### src/rtl/uart_tx_fifo.sv
// Buffered UART transmitter: a byte FIFO feeding an 8N1 (optionally 8E1) serializer.
// Bytes leave LSB first. Back-to-back frames have no idle gap while the FIFO holds data.
module uart_tx_fifo #(
  parameter int CLKS_PER_BIT = 217,
  parameter int FIFO_DEPTH   = 16,
  parameter int PARITY_EN    = 0
) (
  input  logic                                clk_i,
  input  logic                                rst_i,
  input  logic [7:0]                          tx_data_i,
  input  logic                                tx_valid_i,
  output logic                                tx_ready_o,
  output logic                                uart_tx_o,
  output logic                                uart_busy_o,
  output logic [$clog2(FIFO_DEPTH+1)-1:0]     fifo_level_o
);

  localparam int PW = $clog2(FIFO_DEPTH);
  localparam int LW = $clog2(FIFO_DEPTH + 1);
  localparam int CW = $clog2(CLKS_PER_BIT);
  localparam logic [CW-1:0] BAUD_LAST  = CW'(CLKS_PER_BIT - 1);
  localparam logic [LW-1:0] LEVEL_FULL = LW'(FIFO_DEPTH);

  localparam logic [2:0] IDLE   = 3'd0;
  localparam logic [2:0] START  = 3'd1;
  localparam logic [2:0] DATA   = 3'd2;
  localparam logic [2:0] PARITY = 3'd3;
  localparam logic [2:0] STOP   = 3'd4;

  logic [7:0]    mem [FIFO_DEPTH];
  logic [PW-1:0] wr_ptr_reg;
  logic [PW-1:0] rd_ptr_reg;
  logic [LW-1:0] level_reg;
  logic [7:0]    rd_data_reg;

  logic [2:0]    state_reg;
  logic [CW-1:0] baud_reg;
  logic [2:0]    bit_idx_reg;
  logic [7:0]    shift_reg;
  logic          parity_reg;
  logic          tx_reg;

  logic full;
  logic empty;
  logic push;
  logic pop;
  logic baud_done;

  assign full      = (level_reg == LEVEL_FULL);
  assign empty     = (level_reg == '0);
  assign push      = tx_valid_i & ~full;
  assign baud_done = (baud_reg == BAUD_LAST);
  assign pop       = ~empty & ((state_reg == IDLE) | ((state_reg == STOP) & baud_done));

  // Storage and registered read; the popped byte is only needed once START ends.
  always_ff @(posedge clk_i) begin
    if (push) mem[wr_ptr_reg] <= tx_data_i;
    if (pop)  rd_data_reg     <= mem[rd_ptr_reg];
  end

  always_ff @(posedge clk_i or posedge rst_i) begin
    if (rst_i) begin
      wr_ptr_reg <= '0;
      rd_ptr_reg <= '0;
      level_reg  <= '0;
    end else begin
      if (push) wr_ptr_reg <= wr_ptr_reg + 1'b1;
      if (pop)  rd_ptr_reg <= rd_ptr_reg + 1'b1;
      case ({push, pop})
        2'b10:   level_reg <= level_reg + 1'b1;
        2'b01:   level_reg <= level_reg - 1'b1;
        default: level_reg <= level_reg;
      endcase
    end
  end

  // The line value is registered alongside each state change so uart_tx_o is glitch-free.
  always_ff @(posedge clk_i or posedge rst_i) begin
    if (rst_i) begin
      state_reg   <= IDLE;
      baud_reg    <= '0;
      bit_idx_reg <= '0;
      shift_reg   <= '0;
      parity_reg  <= 1'b0;
      tx_reg      <= 1'b1;
    end else begin
      baud_reg <= baud_done ? '0 : baud_reg + 1'b1;
      case (state_reg)
        IDLE: begin
          baud_reg <= '0;
          tx_reg   <= 1'b1;
          if (pop) begin
            state_reg <= START;
            tx_reg    <= 1'b0;
          end
        end
        START: begin
          if (baud_done) begin
            state_reg   <= DATA;
            bit_idx_reg <= '0;
            shift_reg   <= {1'b0, rd_data_reg[7:1]};
            parity_reg  <= ^rd_data_reg;
            tx_reg      <= rd_data_reg[0];
          end
        end
        DATA: begin
          if (baud_done) begin
            if (bit_idx_reg == 3'd7) begin
              if (PARITY_EN != 0) begin
                state_reg <= PARITY;
                tx_reg    <= parity_reg;
              end else begin
                state_reg <= STOP;
                tx_reg    <= 1'b1;
              end
            end else begin
              bit_idx_reg <= bit_idx_reg + 1'b1;
              tx_reg      <= shift_reg[0];
              shift_reg   <= {1'b0, shift_reg[7:1]};
            end
          end
        end
        PARITY: begin
          if (baud_done) begin
            state_reg <= STOP;
            tx_reg    <= 1'b1;
          end
        end
        STOP: begin
          if (baud_done) begin
            if (pop) begin
              state_reg <= START;
              tx_reg    <= 1'b0;
            end else begin
              state_reg <= IDLE;
              tx_reg    <= 1'b1;
            end
          end
        end
        default: begin
          state_reg <= IDLE;
          tx_reg    <= 1'b1;
        end
      endcase
    end
  end

  assign tx_ready_o   = ~full;
  assign uart_tx_o    = tx_reg;
  assign uart_busy_o  = (state_reg != IDLE) | ~empty;
  assign fifo_level_o = level_reg;

endmodule

### config.mk
export PLATFORM = sky130hd
export DESIGN_NAME = uart_tx_fifo
export DESIGN_NICKNAME = d
export VERILOG_FILES = /design/src/rtl/uart_tx_fifo.sv
export SDC_FILE = /design/constraint.sdc
export NUM_CORES = 1
export LEC_CHECK = 0
export BUFFER_PORTS_ARGS = -buffer_cell sky130_fd_sc_hd__buf_2
export CAP_MARGIN = 0
export CORE_ASPECT_RATIO = 0.7
export CORE_MARGIN = 5
export CORE_UTILIZATION = 29
export CTS_BUF_LIST = sky130_fd_sc_hd__clkbuf_8
export DETAILED_ROUTE_END_ITERATION = 8
export GPL_TIMING_DRIVEN = 0
export SETUP_SLACK_MARGIN = 0.05
export SLEW_MARGIN = 5
export SYNTH_ARGS = -nofsm -noshare
export SYNTH_HDL_FRONTEND = slang
export SYNTH_SLANG_ARGS = --single-unit
### constraint.sdc
create_clock -name clk_i -period 4.3 [get_ports clk_i]
set_input_delay 0.645 -clock clk_i [delete_from_list [all_inputs] [get_ports clk_i]]
set_output_delay 0.645 -clock clk_i [all_outputs]
set_load 0.01 [all_outputs]
# Word level (Yosys, flattened, before mapping)
# Memories as Yosys holds them, arrays and structs flattened. A register that Yosys moved wholly into a read port is not among the register bits.
# Cells that the tools add are included.
[op_classes]
add_sub_neg = 6
n_eq_ne = 16
muxes = 28
bitwise_logic = 7
reduce_logical = 8
[ops]
columns = ["operator", "n"]
rows = [
  ["8-bit two-way mux", 5],
  ["3-bit two-way mux", 9],
  ["8-bit case mux with 2 select lines", 1],
  ["3-bit case mux with 5 select lines", 1],
  ["2-bit inequality test (second input constant)", 7],
  ["5-bit case mux with 2 select lines", 1],
  ["1-bit two-way mux", 9],
  ["4-bit by 1-bit adder with 4-bit output (second input constant)", 2],
  ["8-bit by 1-bit adder with 8-bit output (second input constant)", 1],
  ["8-bit == test (second input constant)", 1],
  ["4-bit AND reduction", 2],
  ["3-bit by 2-bit == test with 1-bit output (second input constant)", 2],
  ["3-bit == test (second input constant)", 2],
  ["3-bit case mux with 2 select lines", 1],
  ["6-bit AND reduction", 1],
  ["5-bit by 1-bit adder with 5-bit output (second input constant)", 1],
  ["5-bit == test (second input constant)", 1],
  ["5-bit zero test", 1],
  ["1-bit case mux with 5 select lines", 1],
  ["5-bit by 1-bit subtractor with 5-bit output (second input constant)", 1],
  ["2-bit nonzero test", 2],
  ["3-bit by 1-bit adder with 3-bit output (second input constant)", 1],
  ["1-bit bitwise AND", 3],
  ["3-bit by 1-bit == test with 1-bit output (second input constant)", 1],
  ["other kinds (6)", 8],
]
[totals]
regBits = 36
ramBits = 128
in_bits = 11
output_inout_bits = 8
wordCells = 74
memories = 1
[mem_list]
columns = ["name", "words", "word_bits", "read_ports", "rd_ports_with_merged_regs", "write_ports", "line", "text"]
rows = [
  ["mem", 16, 8, 1, 1, 1, "30", "logic [7:0] mem [FIFO_DEPTH];"],
]

# Logic depth before layout (Yosys ltp)
[depth]
ltp_word = 7
ltp_mapped = 15
depth_no_buf = 13

# Worst setup path before layout
# Ideal clock, no wire load.
[synth_timing]
kind = "register -> register"
startpoint = "register baud_reg[0]"
endpoint = "register level_reg[4] (netlist: fifo_level_o[4])"
t_arrival_ps = 3111
t_required_ps = 4167
path_slack_ps = 1056
stages_incl_launch_ff = 16
n_path_buf = 2
period_less_slack_ps = 3244
cell_sequence = "dfrtp_1 > inv_1 > ha_1 > nand4b_1 > or2_1 > buf_2 > a21oi_2 > ha_1 > clkbuf_1 > xor2_1 > ha_1 > o211ai_1 > nand2_1 > nor4b_1 > o21bai_1 > xnor2_1"
[synth_between]
elab_chain_len = 6
word_cells_on_any_way = 8
[synth_rtl]
columns = ["element", "line", "text"]
rows = [
  ["start, declared", "37", "logic [CW-1:0] baud_reg;"],
  ["start signal, assigned", "87", "baud_reg <= baud_done ? '0 : baud_reg + 1'b1;"],
  ["8-bit == test (*)", "52", "assign baud_done = (baud_reg == BAUD_LAST);"],
  ["1-bit bitwise AND (*)", "53", "assign pop = ~empty & ((state_reg == IDLE) | ((state_reg == STOP) & baud_done));"],
  ["1-bit OR (*)", "53", ""],
  ["1-bit bitwise AND (*)", "53", ""],
  ["named net pop", "46", "logic pop;"],
  ["2-bit by 1-bit == test with 1-bit output or 2-bit == test (tied branches)", "69", "case ({push, pop})"],
  ["5-bit case mux with 2 select lines or 2-bit nonzero test (tied branches)", "--", ""],
  ["end signal, assigned", "70", "2'b10: level_reg <= level_reg + 1'b1;"],
  ["end signal, assigned", "71", "2'b01: level_reg <= level_reg - 1'b1;"],
  ["end signal, assigned", "72", "default: level_reg <= level_reg;"],
  ["end, declared", "33", "logic [LW-1:0] level_reg;"],
]
# The timed path passes the listed nets; every way through them passes the cells marked *.
# A chain may end at the register's enable or synchronous reset.

# Final worst setup path
# Same ends and word-level chain as after synthesis.

==> impl_metrics.json <==
{
  "nets": 466,
  "maxSlewHeadroom_pct": 15.0,
  "power.share.switching_pct": 30.5,
  "switchingPower_mw": 1.49,
  "via_per_inst": 4.74,
  "core-area_sq_mm": 0.0239,
  "reg2reg_to": "fifo_level_o[4]",
  "irDropWorstVdd_v": 0.000244,
  "crit_arrival_ns": 4.06,
  "clockRootBuffer": "clkbuf_8",
  "path_max_fanout": 15,
  "grt-ovfl-total": 0,
  "p_comb_share_pct": 29.6,
  "p_leak_nw": 2.70,
  "hold_class": "in -> async",
  "synthArstFlopShare_pct": 20.5,
  "track_usage_pct": 10.6,
  "cap_violations": 0,
  "cp_common_cell": "ha_1",
  "crit-reg2reg-launch": "baud_reg[0]",
  "slew_violations": 0,
  "finalHoldViolCount": 0,
  "synth_edf_count": 136,
  "synth-compound-area-share_pct": 3.58,
  "fin_skew_ns": 0.0164,
  "path_clk_slew_ns": 0.09,
  "period_share_pct": 86.5,
  "cts_sinks": 171,
  "syn_nets": 429,
  "antenna_cells": 0,
  "synth_ff_type": "edfxtp_1",
  "status": "completed",
  "ff2ff_setup_slack_ns": 0.58,
  "via_count": 3668,
  "critPathRequiredTime_ns": 4.64,
  "ys_ff_latch": 171,
  "firstDrtPassIters": 5,
  "synthTopCellsByCount": "136 x edfxtp_1, 40 x mux4_2, 34 x dfrtp_1",
  "drive_gt1_share_pct": 24.3,
  "yosys.area.top_type": "edfxtp_1",
  "synthMostInstantiatedCell": "edfxtp_1",
  "synth_simple_gate_area_share_pct": 6.29,
  "ff2ff_path_depth": 15,
  "setup.worst_path.start": "baud_reg[0]",
  "multi_input_area_sq_mm": 0.00201,
  "fin_setup_tns_ns": 0,
  "power_density_mw_per_mm2": 607,
  "drc": 0,
  "syn_area_sq_mm": 0.00710,
  "netlist_instances": 406,
  "pwr-share-clk_pct": 26.1,
  "ys_seq_area_share_pct": 69.9,
  "period_minus_slack_ns": 3.72,
  "cp-end-kind": "register",
  "die_y_um": 141,
  "grt_pass1_wl_mm": 22.1,
  "synth.area.top_cells": "edfxtp_1 58%, mux4_2 13%, dfrtp_1 12%",
  "worst_slew_pin_slew_ns": 1.27,
  "postCtsHoldBufs": 0,
  "wl_per_cell_um": 18.5,
  "start_util_pct": 29.7,
  "crit_path_start_kind": "register",
  "hpwl_mm": 9.82,
  "cp_slowest_cell": "a21oi_4",
  "fill_cells": 2288,
  "clock_path_buffers": 2,
  "die_x_um": 197,
  "htreeDepth": 4,
  "io_pins": 19,
  "crit_end": "fifo_level_o[4]",
  "seq_area_sq_mm": 0.00496,
  "area.growth.synth_to_final_pct": 13.6,
  "synthMuxAreaShare_pct": 13.9,
  "synth.top_cell.area_share_pct": 57.5,
  "io_buffers": 18,
  "routabilityCongestion": 0.775,
  "rows": 47,
  "cts_made_buffers": 17,
  "final_antenna_net_count": 0,
  "sequentialPowerShare_pct": 44.3,
  "fin_util_pct": 33.8,
  "wirelength_mm": 14.3,
  "fmax_ghz": 0.269,
  "ys_types": 50,
  "syn_area_per_cell_sq_um": 17.5,
  "cts_tree": "yes",
  "synth_xor_area_share_pct": 2.22,
  "synthAdderAreaFrac_pct": 2.12,
  "setup_violations": 0,
  "clk_latency_ns": 0.45,
  "drt_iter0_drc": 359,
  "synth_top_family_by_area": "multiplexers",
  "yosysWarnings": 0,
  "slowest_delay_ns": 0.46,
  "crit_type": "reg -> reg",
  "grt_pass1_vias": 3669,
  "antenna_found_initial": 1,
  "crit_chain": "inv_1 -> ha_1 -> nand4b_1 -> or2_1 -> buf_2 -> a21oi_4 -> ha_1 -> clkbuf_1 -> xor2_1 -> ha_1 -> o211ai_1 -> nand2_1 -> nor4b_1 -> o21bai_1 -> xnor2_1",
  "die_area_sq_mm": 0.0277,
  "rsz0062_at_grt": "false",
  "largest_reg_flops": 128,
  "grt_max_degree": 36,
  "p_int_mw": 3.40
}
[cell usage in the layout (no fill, tap or decap), drive strengths merged, types with 8 or more instances in the layout]
master	synthesis	routed
nand2	24	24
xor2	8	8
inv	8	11
clkbuf	7	24
ha	12	12
mux4	40	40
o21ai	19	19
edfxtp	136	136
dfrtp	34	34
nor2	26	26
xnor2	10	10
buf	15	33
[layer usage]
metal	routed length [um]	vias to the layer above	GRT usage, %
met2	6640	76	15.5
met4	150	0	2.95
met1	6730	1939	15.8
met3	783	12	2.67
li1	-	1641	-
met5	0	-	0
[what timing repair did]
item,CTS,global route
setup buffers,0,0
resized for setup,0,1
endpoints found under the setup margin,0,1
[kinds of logic after synthesis]
kind of cell | after synthesis
flops | 171
mux | 48
simple gates | 88
compound gates | 39
xor+xnor | 18
fa+ha+maj | 12
buf+inv | 30
[worst max-delay path: cells and delay by family (launching register included)]
kind                       cells  cell delay (ns)
xor gates and xnor gates       2             0.26
adders and majority gates      3             0.71
buffers and inverters          3             0.64
DFF                            1             0.43
and+or+nand+nor                4             0.79
AOI/OAI and AO/OA              3             0.77
[per-stage QoR]
stage,total power [mW],cells,setup WS (ns),instance area (sq um),hold WS (ns)
final,4.89,774,0.580,8060,0.324
after global routing,5.15,774,0.270,8060,0.376
after CTS,4.94,774,0.352,8040,0.329
after detailed placement,3.67,742,0.353,7580,0.484
after global placement,3.61,742,0.472,7580,0.471
after floorplan,3.21,406,1.06,7100,0.455
[power groups by stage]
| stage | Sequential (mW) | Clock [mW] | Combinational (mW) |
|---|---|---|---|
| 4_1_cts | 2.17 | 1.31 | 1.47 |
| 5_1_grt | 2.19 | 1.37 | 1.59 |
| 3_5_place_dp | 2.21 | 0 | 1.46 |
| 2_1_floorplan | 2.19 | 0 | 1.02 |
| 6_report | 2.17 | 1.28 | 1.44 |
| 3_3_place_gp | 2.19 | 0 | 1.42 |
[layout make-up]
| class | count | share of cell area (%) |
|---|---|---|
| Sequential cell | 171 | 61.5 |
| Multi-Input combinational cell | 205 | 25.0 |
| Tap cell | 318 | 4.94 |
| Clock buffer | 17 | 2.90 |
| Clock inverter | 15 | 2.72 |
| Buffer | 22 | 1.41 |
| Timing Repair Buffer | 18 | 1.12 |
| Inverter | 8 | 0.373 |
[how the worst min path moves through the flow]
| stage | start | to | slack, ns | cells after the start |
|---|---|---|---|---|
| finish | rst_i | baud_reg[6] | 0.32 | 2 |
| global route | rst_i | fifo_level_o[1] | 0.38 | 2 |
| CTS | rst_i | fifo_level_o[1] | 0.33 | 2 |
| detailed placement | shift_reg[1] | shift_reg[1] | 0.48 | 2 |
| global placement | shift_reg[5] | shift_reg[5] | 0.47 | 2 |
| floorplan | shift_reg[1] | shift_reg[1] | 0.46 | 2 |
Note: power is estimated with default switching activity, not from simulation.
